## config.mk

```make
export PLATFORM = sky130hd
export DESIGN_NAME = intr_ctrl_flat
export DESIGN_NICKNAME = d
export VERILOG_FILES = /design/src/rtl/intr_ctrl_pkg.sv /design/src/rtl/intr_ctrl_if.sv /design/src/rtl/intc_timer.sv /design/src/rtl/intr_ctrl.sv /design/src/flat_wrapper.sv
export SDC_FILE = /design/constraint.sdc
export NUM_CORES = 1
export LEC_CHECK = 0
export CAP_MARGIN = 20
export CORE_MARGIN = 2
export CORE_UTILIZATION = 50
export DETAILED_ROUTE_END_ITERATION = 12
export PLACE_DENSITY = 0.72
export SLEW_MARGIN = 20
export SYNTH_ARGS = -nofsm -noshare
export SYNTH_HDL_FRONTEND = slang
export SYNTH_SLANG_ARGS = --single-unit
```

## constraint.sdc

```tcl
create_clock -name clk -period 4.3 [get_ports clk]
set_input_delay 0.645 -clock clk [delete_from_list [all_inputs] [get_ports clk]]
set_output_delay 0.645 -clock clk [all_outputs]
set_load 0.01 [all_outputs]
```

## src/rtl/intr_ctrl_pkg.sv

```systemverilog
// rtl/intr_ctrl_pkg.sv - shared constants, state enum and cause helper for intr_ctrl
package intr_ctrl_pkg;

  // Word offsets within the 8-word register window
  localparam logic [2:0] INTC_MTIME_LO    = 3'd0;
  localparam logic [2:0] INTC_MTIME_HI    = 3'd1;
  localparam logic [2:0] INTC_MTIMECMP_LO = 3'd2;
  localparam logic [2:0] INTC_MTIMECMP_HI = 3'd3;
  localparam logic [2:0] INTC_MSIP        = 3'd4;
  localparam logic [2:0] INTC_IRQ_EN      = 3'd5;
  localparam logic [2:0] INTC_EIP         = 3'd6;

  // mcause values for machine external / software / timer interrupts
  localparam logic [31:0] CAUSE_MEI = 32'h8000_000B;
  localparam logic [31:0] CAUSE_MSI = 32'h8000_0003;
  localparam logic [31:0] CAUSE_MTI = 32'h8000_0007;

  typedef enum logic [1:0] {
    ST_IDLE    = 2'd0,
    ST_REQ     = 2'd1,
    ST_SERVICE = 2'd2
  } intc_state_e;

  // Enabled-pending vector is {external, software, timer}; external wins
  function automatic logic [31:0] intc_cause(input logic [2:0] pend_en);
    if (pend_en[2]) return CAUSE_MEI;
    else if (pend_en[1]) return CAUSE_MSI;
    else if (pend_en[0]) return CAUSE_MTI;
    else return 32'd0;
  endfunction

endpackage

```

## src/rtl/intr_ctrl_if.sv

```systemverilog
// rtl/intr_ctrl_if.sv - MEM-stage register bus into the interrupt controller
interface intr_ctrl_if;
  logic        bus_sel;
  logic        bus_we;
  logic [4:0]  bus_addr;
  logic [31:0] bus_wdata;
  logic [31:0] bus_rdata;

  modport master (
    output bus_sel,
    output bus_we,
    output bus_addr,
    output bus_wdata,
    input  bus_rdata
  );

  modport slave (
    input  bus_sel,
    input  bus_we,
    input  bus_addr,
    input  bus_wdata,
    output bus_rdata
  );
endinterface

```

## src/rtl/intc_timer.sv

```systemverilog
// rtl/intc_timer.sv - prescaled 64-bit mtime, mtimecmp and registered compare
module intc_timer #(
  parameter int PRESCALE = 1
) (
  input  logic        clk,
  input  logic        rst,
  input  logic        we_mtime_lo,
  input  logic        we_mtime_hi,
  input  logic        we_cmp_lo,
  input  logic        we_cmp_hi,
  input  logic [31:0] wdata,
  output logic [63:0] mtime,
  output logic [63:0] mtimecmp,
  output logic        mtip
);

  localparam int PW = (PRESCALE > 1) ? $clog2(PRESCALE) : 1;

  logic [PW-1:0] pre_cnt;
  logic          inc;
  logic          lo_carry;
  logic [31:0]   lo_next;
  logic [31:0]   hi_next;

  assign inc = (pre_cnt == PW'(PRESCALE - 1));

  // Prescaler counts 0..PRESCALE-1 and wraps, producing one increment pulse
  always_ff @(posedge clk) begin
    if (rst) pre_cnt <= '0;
    else if (inc) pre_cnt <= '0;
    else pre_cnt <= pre_cnt + 1'b1;
  end

  // A CPU write to a half replaces that half's increment; a written low half never carries
  always_comb begin
    lo_carry = inc & (mtime[31:0] == 32'hFFFF_FFFF) & ~we_mtime_lo;
    lo_next  = we_mtime_lo ? wdata : mtime[31:0] + {31'd0, inc};
    hi_next  = we_mtime_hi ? wdata : mtime[63:32] + {31'd0, lo_carry};
  end

  // mtime and mtimecmp storage
  always_ff @(posedge clk) begin
    if (rst) begin
      mtime    <= 64'd0;
      mtimecmp <= 64'hFFFF_FFFF_FFFF_FFFF;
    end else begin
      mtime <= {hi_next, lo_next};
      if (we_cmp_lo) mtimecmp[31:0]  <= wdata;
      if (we_cmp_hi) mtimecmp[63:32] <= wdata;
    end
  end

  // Timer pending is registered so it reflects a compare write one cycle later
  always_ff @(posedge clk) begin
    if (rst) mtip <= 1'b0;
    else mtip <= (mtime >= mtimecmp);
  end

endmodule

```

## src/rtl/intr_ctrl.sv

```systemverilog
// rtl/intr_ctrl.sv - machine interrupt controller: register decode, pending, priority, request FSM
module intr_ctrl
  import intr_ctrl_pkg::*;
#(
  parameter int PRESCALE = 1
) (
  input  logic        clk,
  input  logic        rst,
  intr_ctrl_if.slave  bus,
  input  logic        ext_irq,
  input  logic        mie_global,
  input  logic        trap_ack,
  input  logic        mret,
  output logic        interrupt,
  output logic [31:0] irq_cause
);

  logic [2:0]  word;
  logic        wr;
  logic        rd;
  logic        unused_addr_bits;
  logic [63:0] mtime;
  logic [63:0] mtimecmp;
  logic        mtip;
  logic        msip;
  logic [2:0]  irq_en;
  logic        eip;
  logic        ext_s1;
  logic        ext_s2;
  logic        ext_s2_q;
  logic        ext_rise;
  logic        eip_clr;
  logic [2:0]  pend_en;
  logic        req_ok;
  logic [31:0] rd_word;
  logic        latch_cause;
  intc_state_e state;
  intc_state_e state_nxt;

  assign word             = bus.bus_addr[4:2];
  assign unused_addr_bits = ^bus.bus_addr[1:0];
  assign wr               = bus.bus_sel & bus.bus_we;
  assign rd               = bus.bus_sel & ~bus.bus_we;

  intc_timer #(.PRESCALE(PRESCALE)) u_timer (
    .clk         (clk),
    .rst         (rst),
    .we_mtime_lo (wr && (word == INTC_MTIME_LO)),
    .we_mtime_hi (wr && (word == INTC_MTIME_HI)),
    .we_cmp_lo   (wr && (word == INTC_MTIMECMP_LO)),
    .we_cmp_hi   (wr && (word == INTC_MTIMECMP_HI)),
    .wdata       (bus.bus_wdata),
    .mtime       (mtime),
    .mtimecmp    (mtimecmp),
    .mtip        (mtip)
  );

  assign ext_rise = ext_s2 & ~ext_s2_q;
  assign eip_clr  = wr && (word == INTC_EIP) && bus.bus_wdata[0];

  // Synchronise the external line, detect its rising edge, latch eip (set beats W1C)
  always_ff @(posedge clk) begin
    if (rst) begin
      ext_s1   <= 1'b0;
      ext_s2   <= 1'b0;
      ext_s2_q <= 1'b0;
      eip      <= 1'b0;
    end else begin
      ext_s1   <= ext_irq;
      ext_s2   <= ext_s1;
      ext_s2_q <= ext_s2;
      eip      <= ext_rise | (eip & ~eip_clr);
    end
  end

  // Software-interrupt and enable registers
  always_ff @(posedge clk) begin
    if (rst) begin
      msip   <= 1'b0;
      irq_en <= 3'd0;
    end else begin
      if (wr && (word == INTC_MSIP)) msip <= bus.bus_wdata[0];
      if (wr && (word == INTC_IRQ_EN)) irq_en <= bus.bus_wdata[2:0];
    end
  end

  // Read mux; reserved word reads as zero
  always_comb begin
    rd_word = 32'd0;
    case (word)
      INTC_MTIME_LO:    rd_word = mtime[31:0];
      INTC_MTIME_HI:    rd_word = mtime[63:32];
      INTC_MTIMECMP_LO: rd_word = mtimecmp[31:0];
      INTC_MTIMECMP_HI: rd_word = mtimecmp[63:32];
      INTC_MSIP:        rd_word = {31'd0, msip};
      INTC_IRQ_EN:      rd_word = {29'd0, irq_en};
      INTC_EIP:         rd_word = {31'd0, eip};
      default:          rd_word = 32'd0;
    endcase
  end

  // Read data captures pre-write state and holds until the next read
  always_ff @(posedge clk) begin
    if (rst) bus.bus_rdata <= 32'd0;
    else if (rd) bus.bus_rdata <= rd_word;
  end

  assign pend_en = {eip, msip, mtip} & irq_en;
  assign req_ok  = mie_global & (|pend_en);

  // Next-state: request, wait for trap entry (ack beats source loss), wait for mret
  always_comb begin
    state_nxt   = state;
    latch_cause = 1'b0;
    case (state)
      ST_IDLE: begin
        if (req_ok) begin
          state_nxt   = ST_REQ;
          latch_cause = 1'b1;
        end
      end
      ST_REQ: begin
        if (trap_ack) state_nxt = ST_SERVICE;
        else if (!req_ok) state_nxt = ST_IDLE;
      end
      ST_SERVICE: begin
        if (mret) state_nxt = ST_IDLE;
      end
      default: state_nxt = ST_IDLE;
    endcase
  end

  // State register with registered request and cause frozen outside the IDLE->REQ edge
  always_ff @(posedge clk) begin
    if (rst) begin
      state     <= ST_IDLE;
      interrupt <= 1'b0;
      irq_cause <= 32'd0;
    end else begin
      state     <= state_nxt;
      interrupt <= (state_nxt == ST_REQ);
      if (latch_cause) irq_cause <= intc_cause(pend_en);
    end
  end

endmodule

```

## src/flat_wrapper.sv

```systemverilog
// flat-port wrapper written by rule: the top's interface ports become plain ports
module intr_ctrl_flat import intr_ctrl_pkg::*;
#(
  parameter int PRESCALE = 1
)
  (clk, rst, ext_irq, mie_global, trap_ack, mret, interrupt, irq_cause, bus_bus_sel, bus_bus_we, bus_bus_addr, bus_bus_wdata, bus_bus_rdata);
  intr_ctrl_if bus_i ();
  input  logic clk;
  input  logic rst;
  input  logic ext_irq;
  input  logic mie_global;
  input  logic trap_ack;
  input  logic mret;
  output logic interrupt;
  output logic [31:0] irq_cause;
  input wire logic [$bits(bus_i.bus_sel)-1:0] bus_bus_sel;
  input wire logic [$bits(bus_i.bus_we)-1:0] bus_bus_we;
  input wire logic [$bits(bus_i.bus_addr)-1:0] bus_bus_addr;
  input wire logic [$bits(bus_i.bus_wdata)-1:0] bus_bus_wdata;
  output wire logic [$bits(bus_i.bus_rdata)-1:0] bus_bus_rdata;
  assign bus_i.bus_sel = bus_bus_sel;
  assign bus_i.bus_we = bus_bus_we;
  assign bus_i.bus_addr = bus_bus_addr;
  assign bus_i.bus_wdata = bus_bus_wdata;
  assign bus_bus_rdata = bus_i.bus_rdata;
  intr_ctrl #(.PRESCALE(PRESCALE)) u_core (.clk(clk), .rst(rst), .bus(bus_i), .ext_irq(ext_irq), .mie_global(mie_global), .trap_ack(trap_ack), .mret(mret), .interrupt(interrupt), .irq_cause(irq_cause));
endmodule
```

==> flow_summary.json <==
{
  "status": "finished, final reports clean",
  "ctsResizeCount": 0,
  "first_global_vias": 8029,
  "drtIter0Drc": 656,
  "fmax_mhz": 274,
  "diodes": 0,
  "grt_max_degree": 140,
  "tightest_slew_ns": 1.10,
  "slew_violations": 0,
  "post-dp-hpwl_um": 18200,
  "io_pins": 110,
  "multiInputGateArea_um2": 5610,
  "clock-sinks": 176,
  "hold_class": "reg2reg",
  "syn2layout_area_growth_pct": 15.7,
  "wl_um": 25900,
  "io_buffers": 80,
  "power_density_nw_per_um2": 328,
  "synth_seq_cells": 176,
  "yosysTopAreaCell": "dfxtp_1",
  "cts_setup_buffers": 0,
  "start_util_pct": 50.7,
  "rr_endpoint": "u_core.u_timer.mtime[48]",
  "ys_top_cells_by_area": "dfxtp_1 (36%), ha_1 (8.7%), nor2_1 (6.7%), a211o_1 (5.7%), a22oi_1 (5.0%)",
  "post_drt_wl_per_cell_um": 17.3,
  "synth-edff-count": 0,
  "dr.pass1.iters": 7,
  "register_area_um2": 3520,
  "vias_per_cell": 5.77,
  "syn_inst": 1173,
  "final-hold-violation-count": 0,
  "synth_top_area_share_pct": 35.9,
  "setup_tns_ns": 0,
  "drc_errors": 0,
  "ys.flop_type": "dfxtp_1",
  "vias": 8631,
  "antenna_found_initial": 0,
  "clockBufferDepth": 2,
  "netlist-cell-type-count": 62,
  "setup_viol": 0,
  "htreeDepth": 4,
  "cts_buffers": 17,
  "synth_warnings": 0,
  "num_rows": 51,
  "p_leak_nw": 4.72,
  "maxSlewHeadroom_pct": 26.7,
  "hp-start": "u_core.ext_s1",
  "core_um2": 19300,
  "syn-cell-area_um2": 9810,
  "root_buffer": "clkbuf_16",
  "cp-end-kind": "flop",
  "grt_pass1_wl_um": 41700,
  "holdPathStages": 1,
  "crit_required_ns": 4.65,
  "overflow": 0,
  "ir_drop_uv": 262,
  "postSynthAreaPerCell_um2": 8.36,
  "final_util_pct": 58.7,
  "rsz0062_at_grt": "no",
  "critPathKind": "in2reg",
  "skew_ns": 0.00631,
  "dieArea_um2": 20800,
  "place_ws_ns": 0.196,
  "synthArstFlopShare_pct": 0,
  "cts_hold_buf": 0,
  "fin_nets": 1331,
  "clock_latency_ns": 0.44,
  "synth_seq_area_share_pct": 35.9,
  "clkTransAtPathRegs_ns": 0.07,
  "die_width_um": 144,
  "gp_congestion": 0.894,
  "critPathArrivalTime_ns": 4.00,
  "critPathMaxFanout": 7,
  "drv_cap": 0,
  "gr-usage-all-layers_pct": 25.6,
  "final.period_utilization_pct": 85.0,
  "cts_tree": "done",
  "min_period_ns": 3.65,
  "crit-reg2reg-launch": "u_core.u_timer.mtime[25]",
  "hold_path_end": "u_core.ext_s2",
  "drive_above_1_share_pct": 6.26,
  "layout_setup_ws_ns": 0.646,
  "fill_cells": 1758,
  "ff2ff_setup_slack_ns": 0.72,
  "rr_worst_depth": 12,
  "die_h_um": 144,
  "antenna_left": 0,
  "startpoint_type": "input port"
}
[synth_stat cells (all sizes together), types with 2 or more instances]
cell and n:
a21o 5, a21oi 94, buf 48, clkbuf 52, nor3 17, nand2b 3
ha 68, and3 7, nor4 9, a211oi 61, or3 7, nor2 177
inv 73, xnor2 29, a22oi 65, and2 4, xor2 28, mux2i 6
dfxtp 176, and4 4, or2 3, a221o 2, or4 2, a311oi 3
o22ai 2, nor2b 11, nand3b 3, o21ai 17, nand3 33, nand2 57
a211o 64, nor3b 2, nand4 29, a31oi 2
[worst max-delay path by stage]
stage	from	endpoint	depth (start not counted)
after floorplan	bus_bus_addr[4]	u_core.u_timer.mtime[58]	12
after global placement	bus_bus_addr[3]	u_core.u_timer.mtime[48]	13
after detailed placement	bus_bus_addr[3]	u_core.u_timer.mtime[48]	13
after CTS	bus_bus_addr[3]	u_core.u_timer.mtime[48]	13
after global routing	bus_bus_addr[3]	u_core.u_timer.mtime[50]	13
final	bus_bus_addr[3]	u_core.u_timer.mtime[48]	13
[state kept, by name, indices dropped and copies added, names as in the netlist]
name                     flops
u_core.ext_s2_q              1
u_core.bus.bus_rdata        32
u_core.state                 2
u_core.irq_cause             3
u_core.irq_en                3
u_core.ext_s1                1
u_core.u_timer.pre_cnt       1
u_core.eip                   1
u_core.u_timer.mtime        64
u_core.ext_s2                1
u_core.interrupt             1
u_core.u_timer.mtip          1
u_core.u_timer.mtimecmp     64
u_core.msip                  1
[cell families after synthesis]
kind of cell / synth area share (%)
simple gates: 18.5
compound gates: 22.9
flops: 35.9
buf+inv: 8.23
fa+ha+maj: 8.68
xor+xnor: 5.09
mux: 0.612
other cells: 0.0382
[where the power goes]
group | leakage [nW] | total [mW] | switching, mW | internal (mW)
Combinational | 2.98 | 0.311 | 0.184 | 0.128
Clock | 0.308 | 1.70 | 0.675 | 1.02
Sequential | 1.43 | 1.71 | 0.0392 | 1.67
[worst max-delay path, stage by stage]
cell and delay (ns):
clkdlybuf4s50_1 0.59, nor3_2 0.08, and3_1 0.23, or4_1 0.52, nor4_1 0.21, ha_1 0.27, ha_1 0.23, nand3_1 0.14
buf_4 0.20, nor3_1 0.36, nand3_1 0.14, xor2_1 0.16, a211oi_1 0.22
[through the flow]
stage | instance area [um2] | hold WS, ns | std cells | power (mW)
detailed placement | 10700 | 0.438 | 1464 | 2.05
global placement | 10700 | 0.429 | 1464 | 2.05
CTS | 11300 | 0.454 | 1496 | 3.74
finish | 11300 | 0.454 | 1496 | 3.72
global route | 11300 | 0.465 | 1496 | 3.85
floorplan | 9910 | 0.414 | 1200 | 1.94
[area by class of cell]
cell class	count	share of cell area (%)
multi-input cells	851	49.4
clock inverters	12	1.61
well taps	265	2.92
flip-flops and latches	176	31.1
repair buffers	99	8.44
inverters	73	2.42
clock buffers	20	4.11
[metal layers]
| metal | global-route usage [%] | up-vias | share of wire, % |
|---|---|---|---|
| met5 | 0 | - | 0 |
| met4 | 8.36 | 0 | 1.9 |
| met3 | 4.67 | 36 | 6.0 |
| met2 | 41.9 | 246 | 47 |
| met1 | 34.2 | 4127 | 45 |
| li1 | - | 4222 | - |
[placed cells by master (no fill, tap or decap), types with 9 or more instances in the layout]
master / netlist / final
nand3_1: 29 / 28
nand4_1: 27 / 27
conb_1: 1 / 28
clkbuf_16: 0 / 17
ha_1: 68 / 68
xnor2_1: 29 / 29
nand2_1: 57 / 57
o21ai_0: 17 / 17
a22oi_1: 65 / 65
dfxtp_1: 176 / 176
nor2b_1: 11 / 9
a211oi_1: 58 / 58
nor2_1: 176 / 176
a211o_1: 64 / 64
a21oi_1: 94 / 94
buf_4: 29 / 18
inv_1: 73 / 73
xor2_1: 28 / 28
clkdlybuf4s50_1: 0 / 79
nor3_1: 16 / 15
Power figures use the tool's default switching activity.
